File: config.mk
export PLATFORM = sky130hd
export DESIGN_NAME = uart_rx_8n1
export DESIGN_NICKNAME = d
export VERILOG_FILES = /design/src/rtl/uart_rx_8n1.sv
export SDC_FILE = /design/constraint.sdc
export NUM_CORES = 1
export LEC_CHECK = 0
export BUFFER_PORTS_ARGS = -buffer_cell sky130_fd_sc_hd__buf_2
export CAP_MARGIN = 20
export CORE_UTILIZATION = 30
export DETAILED_ROUTE_END_ITERATION = 10
export SLEW_MARGIN = 10
export SYNTH_ARGS = -nofsm -noshare
export SYNTH_HDL_FRONTEND = slang
export SYNTH_SLANG_ARGS = --single-unit
File: constraint.sdc
create_clock -name clk -period 2.65 [get_ports clk]
set_input_delay 0.1325 -clock clk [delete_from_list [all_inputs] [get_ports clk]]
set_output_delay 0.1325 -clock clk [all_outputs]
set_load 0.01 [all_outputs]
File: src/rtl/uart_rx_8n1.sv
// ---------------------------------------------------------------------------
// uart_rx_8n1
//
// Purpose:
//   8-N-1 UART receiver. The asynchronous serial line is brought into the
//   clk domain by a two-flop synchronizer. A five-state FSM finds the start
//   bit, confirms it at mid-bit, shifts in eight data bits LSB first, and
//   checks the stop bit. Each received byte is held in rxbyte with rx_valid
//   high until the consumer takes it (rx_valid && rx_ready on a rising edge).
//
// Parameters:
//   CLKS_PER_BIT  clk cycles per bit period (16..65535, default 1250)
//
// Ports:
//   clk            in   system clock, all logic on the rising edge
//   rst            in   synchronous, active-high reset
//   rx             in   serial line, asynchronous to clk, idle high
//   rxbyte         out  [7:0] last received byte, valid while rx_valid high
//   rx_valid       out  byte available, held until consumed
//   rx_ready       in   consumer accepts rxbyte this edge when rx_valid high
//   framing_error  out  one-cycle pulse: stop bit sampled low
//   overrun        out  one-cycle pulse: completed byte dropped because the
//                       previous byte was still unconsumed
//
// Build option:
//   UART_RX_MAJORITY_EN  when defined, each start/data/stop sample is the
//                        2-of-3 majority of the synchronized line at the
//                        sample point and the two cycles before it. Sample
//                        timing and latency are the same in both builds.
// ---------------------------------------------------------------------------
module uart_rx_8n1 #(
    parameter int CLKS_PER_BIT = 1250
) (
    input  logic       clk,
    input  logic       rst,
    input  logic       rx,
    output logic [7:0] rxbyte,
    output logic       rx_valid,
    input  logic       rx_ready,
    output logic       framing_error,
    output logic       overrun
);

    localparam int CNT_W = $clog2(CLKS_PER_BIT);
    localparam logic [CNT_W-1:0] CNT_HALF = CNT_W'(CLKS_PER_BIT / 2);
    localparam logic [CNT_W-1:0] CNT_LAST = CNT_W'(CLKS_PER_BIT - 1);

    typedef enum logic [2:0] {
        S_IDLE,
        S_START,
        S_DATA,
        S_STOP,
        S_BREAK
    } state_e;

    // -----------------------------------------------------------------------
    // Input synchronizer. Both flops reset to the idle (high) line level so
    // that leaving reset never looks like a start bit.
    // -----------------------------------------------------------------------
    logic rx_meta_q;
    logic rx_s_q;

    // NOTE: clocked state uses non-blocking assignments so every flop samples
    // the pre-edge value of its source; blocking here would collapse the
    // two synchronizer stages into one.
    always_ff @(posedge clk) begin
        if (rst) begin
            rx_meta_q <= 1'b1;
            rx_s_q    <= 1'b1;
        end else begin
            rx_meta_q <= rx;
            rx_s_q    <= rx_meta_q;
        end
    end

    // -----------------------------------------------------------------------
    // Bit sampler: the value used at every start/data/stop decision point.
    // -----------------------------------------------------------------------
    logic sample_bit;

`ifdef UART_RX_MAJORITY_EN
    logic rx_h1_q;
    logic rx_h2_q;

    always_ff @(posedge clk) begin
        if (rst) begin
            rx_h1_q <= 1'b1;
            rx_h2_q <= 1'b1;
        end else begin
            rx_h1_q <= rx_s_q;
            rx_h2_q <= rx_h1_q;
        end
    end

    // Vote over the current synchronized value and the two cycles before it,
    // so the decision still lands on the same edge as the single-sample build.
    assign sample_bit = (rx_s_q & rx_h1_q) | (rx_s_q & rx_h2_q) | (rx_h1_q & rx_h2_q);
`else
    assign sample_bit = rx_s_q;
`endif

    // -----------------------------------------------------------------------
    // Receive FSM and datapath registers
    // -----------------------------------------------------------------------
    state_e           state_q, state_d;
    logic [CNT_W-1:0] cnt_q, cnt_d;
    logic [2:0]       bit_idx_q, bit_idx_d;
    logic [7:0]       shift_q, shift_d;
    logic [7:0]       rxbyte_q, rxbyte_d;
    logic             rx_valid_q, rx_valid_d;
    logic             ferr_q, ferr_d;
    logic             ovr_q, ovr_d;
    logic             byte_done;

    always_ff @(posedge clk) begin
        if (rst) begin
            state_q    <= S_IDLE;
            cnt_q      <= '0;
            bit_idx_q  <= '0;
            shift_q    <= '0;
            rxbyte_q   <= '0;
            rx_valid_q <= 1'b0;
            ferr_q     <= 1'b0;
            ovr_q      <= 1'b0;
        end else begin
            state_q    <= state_d;
            cnt_q      <= cnt_d;
            bit_idx_q  <= bit_idx_d;
            shift_q    <= shift_d;
            rxbyte_q   <= rxbyte_d;
            rx_valid_q <= rx_valid_d;
            ferr_q     <= ferr_d;
            ovr_q      <= ovr_d;
        end
    end

    // Next-state logic. The baud counter runs in START, DATA and STOP and is
    // cleared at every sample point, so each bit period starts from zero.
    always_comb begin
        // NOTE: every signal assigned below gets a default first; a path that
        // leaves one unassigned would otherwise infer a latch.
        state_d   = state_q;
        cnt_d     = cnt_q;
        bit_idx_d = bit_idx_q;
        shift_d   = shift_q;
        byte_done = 1'b0;
        ferr_d    = 1'b0;

        case (state_q)
            S_IDLE: begin
                if (!rx_s_q) begin
                    state_d = S_START;
                    cnt_d   = '0;
                end
            end

            // Re-check the line half a bit in; a high here was only a glitch.
            S_START: begin
                if (cnt_q == CNT_HALF) begin
                    cnt_d = '0;
                    if (!sample_bit) begin
                        state_d   = S_DATA;
                        bit_idx_d = '0;
                    end else begin
                        state_d = S_IDLE;
                    end
                end else begin
                    cnt_d = cnt_q + CNT_W'(1);
                end
            end

            // Counting from the mid-start point, a full bit period lands on
            // the middle of each data bit. LSB arrives first, so shift right.
            S_DATA: begin
                if (cnt_q == CNT_LAST) begin
                    cnt_d     = '0;
                    shift_d   = {sample_bit, shift_q[7:1]};
                    bit_idx_d = bit_idx_q + 3'd1;
                    if (bit_idx_q == 3'd7) begin
                        state_d = S_STOP;
                    end
                end else begin
                    cnt_d = cnt_q + CNT_W'(1);
                end
            end

            S_STOP: begin
                if (cnt_q == CNT_LAST) begin
                    cnt_d = '0;
                    if (sample_bit) begin
                        byte_done = 1'b1;
                        state_d   = S_IDLE;
                    end else begin
                        ferr_d  = 1'b1;
                        state_d = S_BREAK;
                    end
                end else begin
                    cnt_d = cnt_q + CNT_W'(1);
                end
            end

            // A line held low after a bad stop bit reports only once; wait
            // for it to return high before hunting for the next start bit.
            S_BREAK: begin
                if (rx_s_q) begin
                    state_d = S_IDLE;
                end
            end

            default: begin
                state_d = S_IDLE;
            end
        endcase
    end

    // Output handshake. A consumer taking the old byte in the same cycle a
    // new one completes frees the slot, so the new byte loads instead of
    // being dropped.
    always_comb begin
        rxbyte_d   = rxbyte_q;
        rx_valid_d = rx_valid_q;
        ovr_d      = 1'b0;

        if (rx_valid_q && rx_ready) begin
            rx_valid_d = 1'b0;
        end

        if (byte_done) begin
            if (!rx_valid_q || rx_ready) begin
                rxbyte_d   = shift_q;
                rx_valid_d = 1'b1;
            end else begin
                ovr_d = 1'b1;
            end
        end
    end

    assign rxbyte        = rxbyte_q;
    assign rx_valid      = rx_valid_q;
    assign framing_error = ferr_q;
    assign overrun       = ovr_q;

endmodule

## Yosys cells after proc, flatten, opt, wreduce, memory -nomap -nowiden

Cells that the tools add are included.

- Bits in registers: 38
- Bits of input ports: 4
- Output and inout port bits: 11
- Logic and storage cells: 68

- Add/subtract/negate cells: 2
- Equality and inequality tests: 14
- Multiplexer cells: 25
- Bitwise logic cells: 3
- Reductions and logical operators: 14

Operator list:

| operator | count |
|---|---|
| $mux W11 | 3 |
| $pmux W11 S3 | 1 |
| $mux W3 | 10 |
| $pmux W3 S5 | 1 |
| $ne A2 B2 Y1 const B | 7 |
| $add A11 B1 Y11 const B | 1 |
| $eq A11 B10 Y1 const B | 1 |
| $eq A11 B11 Y1 const B | 1 |
| $mux W1 | 8 |
| $eq A3 B2 Y1 const B | 2 |
| $eq A3 B3 Y1 const B | 2 |
| $pmux W3 S2 | 1 |
| $reduce_and A2 Y1 | 3 |
| $reduce_and A6 Y1 | 1 |
| $reduce_and A4 Y1 | 1 |
| $reduce_or A2 Y1 | 2 |
| $add A3 B1 Y3 const B | 1 |
| $eq A3 B1 Y1 const B | 1 |
| $logic_not A3 Y1 | 1 |
| $not A1 Y1 | 3 |
| $reduce_bool A3 Y1 | 1 |
| $reduce_or A3 Y1 | 1 |
| $mux W2 | 1 |
| $reduce_bool A2 Y1 | 1 |
| 3 further kinds | 3 |

## Longest topological paths before layout

- Depth in word-level cells: 5
- Depth in mapped cells: 7
- Mapped depth without buffers: 7

## Worst setup path after synthesis

Ideal clock, no wire load.

- Kind: register to register
- From: register cnt_q[0]
- To: register state_q[0]
- Setup time: 0.123 ns
- Data arrival time: 1.825 ns
- Data required time: 2.527 ns
- Slack: 0.702 ns
- Cell stages (with the launch flop): 7
- Buffers on the path: 0
- Clock period less this slack: 1.948 ns
- Cells stage by stage: dfxtp_1 > ha_1 > or4b_4 > o21ai_2 > nand3_1 > a211oi_2 > mux2_1

- Cells in the longest elaborated chain, start to end: 3
- Elaborated cells between the ends (all ways): 6
- Those cells by class: 5 x eq/ne; 1 x reduce/logical

Ends and longest elaborated chain:

| item | RTL line | source |
|---|---|---|
| start, declared | 106 | `logic [CNT_W-1:0] cnt_q, cnt_d;` |
| start signal, assigned | 127 | `cnt_q <= cnt_d;` |
| $eq A11 B11 Y1 / $eq A11 B10 Y1 (equally long branches) | 175, 188, 159 |  |
| $ne A2 B2 Y1 (no line) | n/a |  |
| $reduce_and A6 Y1 (no line) (*) | n/a |  |
| end signal, assigned | 126 | `state_q <= state_d;` |
| end, declared | 105 | `state_e state_q, state_d;` |

Every way passes the cells marked *; elsewhere a longest branch is shown, timed or not.
A chain may end at the register's enable or synchronous reset.

## Worst setup path in the final report

- From: register cnt_q[0]
- To: register cnt_q[6]

- Cells in the longest elaborated chain, start to end: 3
- Elaborated cells between the ends (all ways): 6
- Those cells by class: 1 x add/sub; 2 x eq/ne; 3 x mux

Ends and longest elaborated chain:

| item | RTL line | source |
|---|---|---|
| $add A11 B1 Y11, or another cell as far along | 168, 183, 198 |  |
| $mux W11 (on tied branches) | 175, 188, 159 |  |
| $pmux W11 S3 (*) | 149 | `case (state_q)` |

Marked as above.

==> results.py <==
metrics = {
    "sta": {
        "setup_viol": 0,
        "tightest_slew_ps": 665,
        "hold_viol_final": 0,
        "fin_crit_sh": 0.827,
        "slew_violations": 0,
        "max_slew_margin": 0.553,
        "fin_crit_ps": 2190,
        "setup_tns_ps": 0,
        "fmax_mhz": 457,
        "clock_skew_ps": 7.70,
        "rsz0062_at_grt": "no",
        "hold_ws_ps": 40.8,
    },
    "worst_setup_path": {
        "worstRegToRegCells": 6,
        "start_kind": "register",
        "path_class": "register to register",
        "critPathMaxFanout": 7,
        "required_ps": 2810,
        "worstPathArrival_ps": 2350,
        "critPathCaptureType": "register",
    },
    "pwr": {
        "p_seq_frac": 0.438,
        "ir_drop_uv": 351,
        "internal_power_mw": 1.07,
        "power_switching_mw": 0.340,
        "finalPower_mw": 1.41,
        "combPwrFrac": 0.131,
        "p_per_area_mw_per_mm2": 702,
        "leakagePower_nw": 0.791,
        "clkPwrFrac": 0.431,
        "switching_share": 0.242,
    },
    "clock_tree": {
        "clock_latency_ps": 290,
        "cts_tree": "built",
        "root_buffer": "clkbuf_8",
        "postCtsSetupBuffers": 0,
        "cts_resized": 0,
        "htreeDepth": 2,
        "numCtsBuffers": 5,
        "clk_pin_slew_ps": 80,
        "clockBufferDepth": 2,
        "holdBufCountCts": 0,
        "clock_sinks": 38,
    },
    "drt": {
        "dr.pass1.iters": 4,
        "drc": 0,
        "wire_per_inst_um": 11.9,
        "vias_per_cell": 4.89,
        "first_iter_violations": 86,
        "ant_nets": 0,
        "wl_mm": 3.34,
        "num_vias": 1374,
    },
    "synth": {
        "ys_ff_latch": 38,
        "syn_inst": 195,
        "synth.net_count": 203,
        "netlist_area_mm2": 0.00173,
        "synth_area_per_cell_um2": 8.89,
        "synthFlopType": "dfxtp_1",
        "synth_edf_count": 0,
        "async_flop_share": 0,
        "yosysSeqAreaShare": 0.439,
        "synth_cell_type_count": 41,
        "yosys_warnings": 0,
    },
    "global_routing": {
        "antenna_found_initial": 0,
        "grt_usage": 0.121,
        "busiest_layer": "met2",
        "grt_pass1_wl_mm": 5.86,
        "grt_max_degree": 36,
        "grt_pass1_vias": 1285,
        "grt.met2_usage": 0.187,
        "globalRouteMet3Util": 0.0247,
        "use_met1": 0.166,
        "grt-ovfl-total": 0,
    },
    "floorplan": {
        "io_pins": 15,
        "rows": 27,
        "coreArea_mm2": 0.00554,
        "die-height_um": 78,
        "dieArea_mm2": 0.00608,
        "start_util": 0.313,
        "die_x_um": 78,
    },
    "final_layout": {
        "final.fill_count": 571,
        "syn_to_final_growth_pct": 15.7,
        "antennaDiodeCount": 0,
        "layout.nets": 216,
        "final_util": 0.362,
        "mostFrequentLayoutCells": "38 x dfxtp_1, 27 x nand2_1, 23 x nor2_1, 14 x buf_2, 11 x a21oi_1",
        "final_common_cell": "dfxtp_1",
        "drive_gt1_frac": 0.153,
    },
    "hold_path": {
        "hp-class": "input pin to register",
        "hold_depth": 2,
    },
    "place": {
        "gp_congestion": 0.746,
        "hpwl_mm": 2.22,
        "buffer_ports.inserted": 14,
    },
    "run_status": {
        "status": "finished clean",
    },
    "flow_run": {
        "maxCapViolations": 0,
    },
}
==> registers in the layout, summed over array words and instances, names as in the netlist <==
register	count
cnt_q	11
rxbyte	8
shift_q	8
bit_idx_q	3
state_q	3
framing_error	1
overrun	1
rx_meta_q	1
rx_s_q	1
rx_valid	1
==> stage by stage <==
step                cells  setup slack [ps]  area [µm²]
floorplan             195               702        1730
global placement      273               586        1860
detailed placement    273               494        1860
CTS                   281               447        2000
global route          281               239        2000
finish                281               460        2000
==> cells by family after synthesis <==
logic type      synth area share
xor+xnor                  0.0354
fa+ha+maj                 0.0289
flops                      0.439
mux                       0.0708
simple gates               0.312
compound gates            0.0917
buf+inv                   0.0224
==> worst max-delay path: stages (launching register included) <==
cell and delay (ps):
dfxtp_1 440, ha_1 190, nor4b_1 420, nand3_1 280, o2bb2ai_1 330, o21bai_2 320
nor2_1 90
==> cell usage after synthesis, types with 2 or more instances <==
cell / n / area (µm²)
inv_1: 2 / 7.51
a21oi_1: 11 / 55.1
nand3_1: 7 / 35.0
nand4bb_1: 2 / 22.5
nand4_1: 3 / 18.8
nand2_1: 27 / 101
xor2_1: 4 / 35.0
a31oi_1: 2 / 12.5
and2_1: 2 / 12.5
xnor2_1: 3 / 26.3
o21ai_0: 3 / 15.0
nand2b_1: 5 / 31.3
or3b_1: 2 / 17.5
nor2_1: 23 / 86.3
nor2b_1: 4 / 25.0
mux2i_1: 10 / 100
a22oi_1: 3 / 22.5
dfxtp_1: 38 / 761
ha_1: 4 / 50.1
mux2_1: 2 / 22.5
nor3b_1: 3 / 22.5
nor3_1: 6 / 30.0
nand3b_1: 2 / 15.0
nor4_1: 3 / 18.8
or2_2: 3 / 18.8
clkbuf_1: 6 / 22.5
==> power by group through the flow <==
stage	combinational [mW]	clock (mW)	sequential (mW)
floorplan	0.170	0	0.609
global placement	0.185	0	0.627
detailed placement	0.185	0	0.628
CTS	0.186	0.621	0.615
global route	0.207	0.642	0.619
finish	0.184	0.607	0.616
==> area by class of cell <==
cell class,count,area [µm²],share of cell area
flip-flops and latches,38,761,0.380
clock inverters,2,60.1,0.0300
inverters,2,7.51,0.00375
well taps,72,90.1,0.0449
multi-input cells,147,933,0.466
repair buffers,14,70.1,0.0350
clock buffers,6,82.6,0.0412
==> layer usage <==
| layer | vias to the layer above | wire length, µm |
|---|---|---|
| met1 | 650 | 1780 |
| met4 | 0 | 45 |
| met3 | 6 | 85 |
| met5 | - | 0 |
| li1 | 703 | - |
| met2 | 15 | 1430 |
==> final timing paths <==
path,start,to,slack (ps)
setup reg to reg,cnt_q[0],cnt_q[6],460
setup / recovery,cnt_q[0],cnt_q[6],460
hold reg to reg,rx_meta_q,rx_s_q,420
hold / removal,rx,rx_meta_q,40
No activity file was read; power rests on OpenSTA's default activity.
